--- config.mk ---
export PLATFORM = sky130hd
export DESIGN_NAME = serial_add_ctrl_flat
export DESIGN_NICKNAME = d
export VERILOG_FILES = /design/src/rtl/serial_add_pkg.sv /design/src/rtl/serial_add_ctrl_if.sv /design/src/rtl/serial_add_ctrl_fa_cell.sv /design/src/rtl/serial_add_ctrl.sv /design/src/flat_wrapper.sv
export SDC_FILE = /design/constraint.sdc
export NUM_CORES = 1
export LEC_CHECK = 0
export CAP_MARGIN = 30
export CORE_AREA = 2 2 70 72
export DETAILED_ROUTE_END_ITERATION = 10
export DIE_AREA = 0 0 72 74
export PLACE_DENSITY = 0.72
export SLEW_MARGIN = 30
export SYNTH_ARGS = -nofsm -noshare
export SYNTH_HDL_FRONTEND = slang
export SYNTH_SLANG_ARGS = --single-unit
--- constraint.sdc ---
create_clock -name clk -period 1.7 [get_ports clk]
set_input_delay 0.34 -clock clk [delete_from_list [all_inputs] [get_ports clk]]
set_output_delay 0.34 -clock clk [all_outputs]
set_load 0.03 [all_outputs]
--- src/rtl/serial_add_pkg.sv ---
// serial_add_pkg: shared state encoding, default width and counter sizing for the serial adder
package serial_add_pkg;

    localparam logic [1:0] ST_IDLE = 2'd0;
    localparam logic [1:0] ST_RUN  = 2'd1;
    localparam logic [1:0] ST_DONE = 2'd2;

    localparam int SA_WIDTH = 8;

    typedef enum logic [1:0] {
        S_IDLE = ST_IDLE,
        S_RUN  = ST_RUN,
        S_DONE = ST_DONE
    } state_e;

    // Bit counter must hold 0..WIDTH-1 and never collapse to zero bits
    function automatic int cnt_width(input int w);
        return (w < 2) ? 1 : $clog2(w);
    endfunction

endpackage

--- src/rtl/serial_add_ctrl_if.sv ---
// serial_add_ctrl_if: operand and result valid/ready handshakes of the serial adder
interface serial_add_ctrl_if #(parameter int WIDTH = serial_add_pkg::SA_WIDTH);

    logic             in_valid;
    logic             in_ready;
    logic [WIDTH-1:0] a;
    logic [WIDTH-1:0] b;
    logic             cin;
    logic             out_valid;
    logic             out_ready;
    logic [WIDTH-1:0] sum;
    logic             carry_out;
    logic             busy;

    modport master (
        output in_valid, a, b, cin, out_ready,
        input  in_ready, out_valid, sum, carry_out, busy
    );

    modport slave (
        input  in_valid, a, b, cin, out_ready,
        output in_ready, out_valid, sum, carry_out, busy
    );

endinterface

--- src/rtl/serial_add_ctrl_fa_cell.sv ---
// fa_cell: 1-bit full adder built from two half-adder cells and an OR for the carry
module half_adder (
    input  logic a,
    input  logic b,
    output logic sum,
    output logic carry
);

    assign sum   = a ^ b;
    assign carry = a & b;

endmodule

module fa_cell (
    input  logic a,
    input  logic b,
    input  logic cin,
    output logic sum,
    output logic carry
);

    logic s0, c0, c1;

    half_adder u_ha0 (.a(a),  .b(b),   .sum(s0),  .carry(c0));
    half_adder u_ha1 (.a(s0), .b(cin), .sum(sum), .carry(c1));

    // The two half-adder carries can never both be set, so OR is exact
    assign carry = c0 | c1;

endmodule

--- src/rtl/serial_add_ctrl.sv ---
// serial_add_ctrl: bit-serial LSB-first adder sharing one full-adder cell over WIDTH cycles
module serial_add_ctrl
    import serial_add_pkg::*;
#(
    parameter int WIDTH = SA_WIDTH
) (
    input  logic               clk,
    input  logic               rst,
    serial_add_ctrl_if.slave   bus
);

    localparam int CW = cnt_width(WIDTH);

    state_e           state_q;
    logic [WIDTH-1:0] shift_a_q, shift_b_q, res_q, res_d, sum_q;
    logic [CW-1:0]    cnt_q, cnt_d;
    logic             carry_q, carry_out_q, in_ready_q, out_valid_q, busy_q;
    logic             s, c, last;

    fa_cell u_fa (
        .a    (shift_a_q[0]),
        .b    (shift_b_q[0]),
        .cin  (carry_q),
        .sum  (s),
        .carry(c)
    );

    // Next result word (new bit enters at the MSB), counter increment and last-bit detect
    always_comb begin
        res_d = (res_q >> 1) | (WIDTH'(s) << (WIDTH - 1));
        cnt_d = cnt_q + CW'(1);
        last  = (cnt_q == CW'(WIDTH - 1));
    end

    // Controller FSM with all handshake outputs registered
    always_ff @(posedge clk or posedge rst) begin
        if (rst) begin
            state_q     <= S_IDLE;
            shift_a_q   <= '0;
            shift_b_q   <= '0;
            res_q       <= '0;
            sum_q       <= '0;
            cnt_q       <= '0;
            carry_q     <= 1'b0;
            carry_out_q <= 1'b0;
            in_ready_q  <= 1'b1;
            out_valid_q <= 1'b0;
            busy_q      <= 1'b0;
        end else begin
            case (state_q)
                S_IDLE: begin
                    if (bus.in_valid) begin
                        shift_a_q  <= bus.a;
                        shift_b_q  <= bus.b;
                        carry_q    <= bus.cin;
                        cnt_q      <= '0;
                        in_ready_q <= 1'b0;
                        busy_q     <= 1'b1;
                        state_q    <= S_RUN;
                    end
                end
                S_RUN: begin
                    shift_a_q <= shift_a_q >> 1;
                    shift_b_q <= shift_b_q >> 1;
                    res_q     <= res_d;
                    carry_q   <= c;
                    cnt_q     <= cnt_d;
                    if (last) begin
                        sum_q       <= res_d;
                        carry_out_q <= c;
                        out_valid_q <= 1'b1;
                        busy_q      <= 1'b0;
                        state_q     <= S_DONE;
                    end
                end
                S_DONE: begin
                    if (bus.out_ready) begin
                        out_valid_q <= 1'b0;
                        in_ready_q  <= 1'b1;
                        state_q     <= S_IDLE;
                    end
                end
                default: state_q <= S_IDLE;
            endcase
        end
    end

    assign bus.in_ready  = in_ready_q;
    assign bus.out_valid = out_valid_q;
    assign bus.sum       = sum_q;
    assign bus.carry_out = carry_out_q;
    assign bus.busy      = busy_q;

endmodule

--- src/flat_wrapper.sv ---
// flat-port wrapper written by rule: the top's interface ports become plain ports
module serial_add_ctrl_flat import serial_add_pkg::*;
#(
    parameter int WIDTH = SA_WIDTH
)
  (clk, rst, bus_in_valid, bus_a, bus_b, bus_cin, bus_out_ready, bus_in_ready, bus_out_valid, bus_sum, bus_carry_out, bus_busy);
  serial_add_ctrl_if #(.WIDTH(WIDTH)) bus_i ();
  input  logic clk;
  input  logic rst;
  input wire logic [$bits(bus_i.in_valid)-1:0] bus_in_valid;
  input wire logic [$bits(bus_i.a)-1:0] bus_a;
  input wire logic [$bits(bus_i.b)-1:0] bus_b;
  input wire logic [$bits(bus_i.cin)-1:0] bus_cin;
  input wire logic [$bits(bus_i.out_ready)-1:0] bus_out_ready;
  output wire logic [$bits(bus_i.in_ready)-1:0] bus_in_ready;
  output wire logic [$bits(bus_i.out_valid)-1:0] bus_out_valid;
  output wire logic [$bits(bus_i.sum)-1:0] bus_sum;
  output wire logic [$bits(bus_i.carry_out)-1:0] bus_carry_out;
  output wire logic [$bits(bus_i.busy)-1:0] bus_busy;
  assign bus_i.in_valid = bus_in_valid;
  assign bus_i.a = bus_a;
  assign bus_i.b = bus_b;
  assign bus_i.cin = bus_cin;
  assign bus_i.out_ready = bus_out_ready;
  assign bus_in_ready = bus_i.in_ready;
  assign bus_out_valid = bus_i.out_valid;
  assign bus_sum = bus_i.sum;
  assign bus_carry_out = bus_i.carry_out;
  assign bus_busy = bus_i.busy;
  serial_add_ctrl #(.WIDTH(WIDTH)) u_core (.clk(clk), .rst(rst), .bus(bus_i));
endmodule
Word-level counts from Yosys, hierarchy flattened
Cells that the tools add are included.

storage, ports and cells
  bits in registers = 42
  input bits = 21

cells by class
  equality and inequality tests = 6
  $add $sub $neg = 1
  reduce and logical (&&, ||, !) cells = 10
  bitwise logic cells = 6
  multiplexer cells = 21

operator list
  operator               number
  $pmux W8 S2            2
  $mux W8                2
  $reduce_and A3 Y1      4
  $or A7 B8 Y8           1
  $pmux W1 S2            4
  $mux W1                7
  $mux W2                3
  $pmux W2 S3            1
  $pmux W3 S2            1
  $reduce_bool A2 Y1     3
  $ne A2 B2 Y1 const B   2
  $reduce_and A2 Y1      2
  $add A3 B1 Y3 const B  1
  $eq A3 B3 Y1 const B   1
  $mux W3                1
  $and A1 B1 Y1          2
  $eq A2 B1 Y1 const B   1
  $eq A2 B2 Y1 const B   1
  $logic_not A2 Y1       1
  $ne A2 B1 Y1 const B   1
  $xor A1 B1 Y1          2
  $or A1 B1 Y1           1

Longest topological paths before layout
Gate-level depths: netlist of run 1.

  depth after elaboration = 4
  mapped depth = 6

Hierarchy
Synthesis of run 1 repeated with hierarchy kept, for this count alone.

unflattened totals
  cell total of the unflattened synthesis = 136
  area, all modules = 1773.0 µm²

by module, submodules not included
  module           cells an instance  instances  area each (µm²)  sequential area each (µm²)
  serial_add_ctrl  133                1          1741.7           1027.2
  half_adder       1                  2          12.5             0.0
  fa_cell          1                  1          6.3              0.0

Least setup slack after synthesis of run 1
OpenSTA, ideal clock, no wires.

  path type = flip-flop to flip-flop
  from = register u_core.cnt_q[0]
  to = register u_core.carry_out_q (netlist: u_core.bus.carry_out)
  path buffers = 0
  path slack = 327 ps
  clock period less this slack = 1373 ps
  arrival time = 1248 ps
  stages on the path, launching flop included = 5
  path through = dfrtp_1 ha_1 ha_1 nand2_4 mux2_4

between the ends
  longest elaborated chain between the ends = 2

ends and longest elaborated chain
  what                                RTL line               RTL
  start: declaration                  serial_add_ctrl.sv:16  logic [CW-1:0] cnt_q, cnt_d;
  start signal: assignment            serial_add_ctrl.sv:67  cnt_q <= cnt_d;
  $eq A3 B3 Y1                        serial_add_ctrl.sv:32  last = (cnt_q == CW'(WIDTH - 1));
  $reduce_and A2 Y1 (no source line)  --
  end signal: assignment              serial_add_ctrl.sv:45  carry_out_q <= 1'b0;
  end signal: assignment              serial_add_ctrl.sv:70  carry_out_q <= c;
  end: declaration                    serial_add_ctrl.sv:17  logic carry_q, carry_out_q, in_ready_q, out_valid_q, busy_q;

No other way between the ends.
A chain may end at the register's enable or synchronous reset.

Worst setup path after layout of run 1
  from = register u_core.carry_out_q (netlist: u_core.bus.carry_out)
  to = output bus_carry_out

RTL lines
  what              RTL line            RTL
  end: declaration  flat_wrapper.sv:18  output wire logic [$bits(bus_i.carry_out)-1:0] bus_carry_out;

No word-level cell between the ends.

==> results.yml, run 1 <==
run_status:
  outcome: "finished, final reports clean"
cells_and_area:
  layout-drive-gt1-share_pct: 21.35
  nFillCells: 412
  areaGrowthSynthToFinish_pct: 28.71
  antenna_cells: 0
  nets: 201
hold_path:
  timing.hold.worst.class: "primary input to asynchronous set/reset pin"
synth:
  synth.avg_cell_area_um2: 12.98
  netlist_instances: 137
  yosys.area.top_type: "dfrtp_1"
  synth_area_um2: 1778
  yosys.area.top_type_share_pct: 56.30
  yosysSeqAreaShare_pct: 57.78
  synth_area_leaders: "dfrtp_1 (56%), mux2_4 (7.6%), o22ai_1 (4.6%)"
  yosysUniqueCellTypes: 31
  yosys_warnings: 0
  syn_nets: 161
  synth-seq-cells: 41
floorplanning:
  core.rowCount: 25
  die_y_um: 74
  initial_utilization_pct: 38.67
  coreArea_um2: 4598
  fp.dieArea_um2: 5328
  fp.dieW_um: 72
  boundaryPins: 33
critical_path:
  path_depth: 1
  cp_num_buf_inv: 1
  critPathKind: "flip-flop to primary output"
  slowest_delay_ns: 0.67
  worstPathRequired_ns: 1.36
  cp_slowest_cell: "clkdlybuf4s50_1"
  endpoint: "bus_carry_out"
  path_cells: "clkdlybuf4s50_1"
  critical-path-top-delay-family: "buffers and inverters"
  r2r-start: "u_core.cnt_q[0]$_DFFE_PP0P_"
  r2r_slack_ns: 0.23
  startpoint_type: "flip-flop"
  critPathCaptureType: "primary output"
  reg2reg_depth: 4
  crit_start: "u_core.bus.carry_out$_DFFE_PP0P_"
  crit_fanout: 2
  r2r_end: "u_core.bus.sum[6]$_DFFE_PP0P_"
  cp.arrival_ns: 1.32
cts:
  path_clk_slew_ns: 0.07
  cts_made_buffers: 5
  root_buffer: "clkbuf_8"
  cts_setup_buffers: 0
  clk_latency_ns: 0.29
  cts_tree: "built"
  cts_max_path_buffers: 2
  cts_sinks: 41
  cts.hold.buffers_added: 0
  cts.htree.levels: 2
drt:
  drt_first_iter_violations: 49
  route.vias.total: 1253
  dr.pass1.iters: 4
  viasPerCell: 5.401
  ant_nets: 0
  drc_errors: 0
  wl_per_cell_um: 15.28
  finalWirelength_um: 3545
global_routing:
  grt_max_degree: 25
  track_usage_pct: 15.14
  antenna_found_initial: 0
  overflow: 0
  grt_pass1_wl_um: 6244
  grt_pass1_vias: 1324
timing:
  whs_ns: 0.4019
  hold_viol_final: 0
  fin_setup_tns_ns: 0
  rsz0062_at_grt: "false"
  final-setup-viol-count: 0
  slew_headroom_pct: 71.36
  worst_pin_slew_ns: 0.4292
  drv_slew: 0
  skew_ns: 0.001842
  fin_crit_sh_pct: 97.46
  fmax_ghz: 0.6036
  fin_crit_ns: 1.657
placed_design:
  gp_congestion: 0.8099
  hpwl_um: 2597
  portBuffers: 32
power_and_ir_drop:
  power_density_nw_per_um2: 1892
  worst_ir_drop_vdd_mv: 0.8590
  leakagePower_uw: 0.001080
run:
  cap_violations: 0
[synthesized netlist by cell type (all sizes together)]
cell     count
a21oi        7
a221o        2
a22o         4
a22oi        4
a2bb2oi      8
and2b        1
buf          6
clkbuf       1
clkinv       1
dfrtp       40
dfstp        1
fa           1
ha           2
inv          8
mux2        16
nand2        4
nand2b       3
nor2         6
nor3         2
nor4b        1
o21ai        4
o21ba        1
o22ai       13
o31ai        1
[through the flow]
step / utilization [%] / instances / setup slack (ns) / instance area [µm²] / power (µW)
3_3_place_gp: 47.32 / 224 / 0.08854 / 2176 / 3591
4_1_cts: 49.50 / 232 / 0.004908 / 2276 / 4382
6_report: 49.77 / 232 / 0.04320 / 2288 / 4330
2_1_floorplan: - / 137 / 0.3274 / 1778 / 3131
3_5_place_dp: 47.32 / 224 / 0.02644 / 2176 / 3676
5_1_grt: 49.77 / 232 / 0.002875 / 2288 / 4629
[placed cells by master (no fill, tap or decap), types with 3 or more instances in the layout]
cell	netlist	final
dfrtp_1	40	40
clkbuf_8	0	7
buf_4	2	8
o21ai_0	3	3
nand2b_1	3	3
nor2_1	5	5
a22oi_1	4	4
clkdlybuf4s50_1	0	26
a22o_1	4	4
mux2_4	9	9
mux2_2	7	7
a21oi_1	7	7
o22ai_1	13	13
dlymetal6s2s_1	0	5
inv_1	8	8
a2bb2oi_1	8	8
nand2_1	3	3
[repair_timing]
item / CTS / global route
pin swaps: 0 / 0
setup endpoints to repair: 1 / 5
gates resized for setup: 1 / 5
[layout make-up]
| class | count | area, µm² | area share (%) |
|---|---|---|---|
| clock buffer | 7 | 96.34 | 4.210 |
| clock inverter | 1 | 5.005 | 0.2187 |
| inverter | 9 | 33.78 | 1.476 |
| multi-input combinational | 80 | 666.9 | 29.14 |
| sequential | 41 | 1027 | 44.89 |
| tap | 54 | 67.56 | 2.952 |
| timing repair buffer | 40 | 391.6 | 17.11 |
[worst min path at each step]
stage               depth (start not counted)  slack (ns)                            end
finish                                      3        0.40    u_core.cnt_q[2]$_DFFE_PP0P_
global route                                3        0.43  u_core.bus.sum[3]$_DFFE_PP0P_
CTS                                         3        0.40  u_core.bus.sum[4]$_DFFE_PP0P_
detailed placement                          1        0.49    u_core.cnt_q[0]$_DFFE_PP0P_
global placement                            1        0.46    u_core.cnt_q[0]$_DFFE_PP0P_
floorplan                                   1        0.44  u_core.state_q[1]$_DFFE_PP0P_
[metal layers]
layer  global-route usage, %  wire [µm]
met5                       0          0
met2                   25.00       1769
met4                   4.822         30
met1                   19.63       1555
met3                   4.065        190
[sequential cells by signal, indices dropped and copies added (netlist names), 2 cells and up]
register / flops
u_core.bus.sum: 8
u_core.cnt_q: 3
u_core.res_q: 7
u_core.shift_a_q: 8
u_core.shift_b_q: 8
u_core.state_q: 2
[where the power goes]
part | internal (µW) | leakage (µW) | switching, µW | total, µW
clock | 367 | 0.0000542 | 328 | 695
sequential | 1440 | 0.000486 | 303 | 1740
combinational | 1010 | 0.000540 | 881 | 1890
total | 2820 | 0.00108 | 1510 | 4330
[cell families (layout without fill, tap and decap cells)]
group                      Yosys count  count (layout)  synth area share (%)
AOI/OAI and AO/OA                   44              44                 17.59
DFF                                 41              41                 57.78
and+or+nand+nor                     17              17                 5.349
muxes                               16              16                 12.03
buffers and inverters               16              57                 4.714
adders and majority gates            3               3                 2.533
No activity file was read; power rests on OpenSTA's default activity.
==> inputs of run 2 (changes only) <==
- CAP_MARGIN: 30 -> 40
- CORE_AREA: 2 2 70 72 -> 3 3 71 73
- DIE_AREA: 0 0 72 74 -> 0 0 74 76
==> results.yml, run 2 (synthesis results as in run 1) <==
cells_and_area:
  nets: 202
  most-common-layout-cells: "dfrtp_1 (40), clkdlybuf4s50_1 (27), o22ai_1 (13), mux2_4 (9)"
  layout-drive-gt1-share_pct: 20.79
  final_cells: 230
  post-route-util_pct: 51.84
  layout_commonest_cell: "dfrtp_1"
  areaGrowthSynthToFinish_pct: 28.71
  nFillCells: 379
  antenna_cells: 0
placed_design:
  pre_cts_slack_ns: 0.05578
  gp_congestion: 0.8400
  hpwl_um: 2614
  portBuffers: 32
  place_inst: 223
critical_path:
  critical-path-top-delay-family: "buffers and inverters"
  cp.arrival_ns: 1.31
  startpoint_type: "flip-flop"
  crit_fanout: 2
  slowest_delay_ns: 0.67
  critPathCaptureType: "primary output"
  worstPathRequired_ns: 1.36
  path_cells: "clkdlybuf4s50_1"
  cp_num_buf_inv: 1
  critPathKind: "flip-flop to primary output"
  cp_slowest_cell: "clkdlybuf4s50_1"
cts:
  clk_latency_ns: 0.28
  root_buffer: "clkbuf_8"
  cts.hold.buffers_added: 0
  cts_max_path_buffers: 2
  cts_resized: 1
  cts_made_buffers: 5
  cts_setup_buffers: 0
  cts_sinks: 41
  path_clk_slew_ns: 0.07
  cts_tree: "built"
  cts.htree.levels: 2
timing:
  fin_ws_ns: 0.05139
  fin_crit_ns: 1.649
  final-setup-viol-count: 0
  slew_headroom_pct: 70.35
  drv_slew: 0
  rsz0062_at_grt: "false"
  fin_setup_tns_ns: 0
  hold_viol_final: 0
  worst_pin_slew_ns: 0.4442
  fmax_ghz: 0.6066
  skew_ns: 0.002384
  fin_crit_sh_pct: 96.98
floorplanning:
  core.rowCount: 24
  fp.dieArea_um2: 5624
  fp.dieW_um: 74
  coreArea_um2: 4414
  initial_utilization_pct: 40.28
  boundaryPins: 33
  die_y_um: 76
global_routing:
  overflow: 0
  grt_max_degree: 42
  track_usage_pct: 14.62
  antenna_found_initial: 0
  grt_pass1_wl_um: 6499
  grt_pass1_vias: 1346
drt:
  finalWirelength_um: 3649
  dr.pass1.iters: 4
  ant_nets: 0
  route.vias.total: 1238
  viasPerCell: 5.383
  drt_first_iter_violations: 41
  drc_errors: 0
  wl_per_cell_um: 15.87
power_and_ir_drop:
  worst_ir_drop_vdd_mv: 0.8571
  power_density_nw_per_um2: 1887
  leakagePower_uw: 0.001068
run_status:
  outcome: "finished, final reports clean"
run:
  cap_violations: 0
hold_path:
  timing.hold.worst.class: "primary input to asynchronous set/reset pin"
run 2: metal layers:
layer	routed length (µm)	track usage [%]
met5	0	0
met4	0	4.348
met3	207	3.298
met2	1785	21.90
met1	1656	20.97
run 2: area by class of cell:
type	instances	area (µm²)	share of cell area (%)
Sequential cell	41	1027	44.89
Tap cell	52	65.06	2.843
Timing Repair Buffer	41	409.1	17.88
Clock buffer	7	86.33	3.773
Multi-Input combinational cell	80	666.9	29.14
Inverter	9	33.78	1.476
run 2: report_power, final:
part / leakage [µW] / internal [µW] / switching [µW] / total, µW
Sequential: 0.000486 / 1440 / 298 / 1740
Combinational: 0.000538 / 1040 / 913 / 1960
Clock: 0.0000443 / 322 / 303 / 625
run 2: path summary, 6_finish.rpt:
path | startpoint | end | slack, ns | depth (start not counted)
max | u_core.bus.sum[7]$_DFFE_PP0P_ | bus_sum[7] | 0.05 | 1
min | rst | u_core.bus.sum[4]$_DFFE_PP0P_ | 0.43 | 3
max reg2reg | u_core.cnt_q[0]$_DFFE_PP0P_ | u_core.bus.sum[5]$_DFFE_PP0P_ | 0.21 | 4
min reg2reg | u_core.cnt_q[0]$_DFFE_PP0P_ | u_core.cnt_q[0]$_DFFE_PP0P_ | 0.48 | 1
max in group asynchronous | rst | u_core.bus.in_ready$_DFFE_PP1P_ | 1.00 | 3
min in group clk | u_core.cnt_q[0]$_DFFE_PP0P_ | u_core.cnt_q[0]$_DFFE_PP0P_ | 0.48 | 1
run 2: metrics by stage:
stage	power (µW)	instance area (µm²)	hold slack, ns
after floorplan	3131	1778	0.4394
after global placement	3628	2193	0.4630
after detailed placement	3722	2193	0.4696
after CTS	4365	2278	0.4407
after global routing	4625	2288	0.4761
final	4318	2288	0.4301
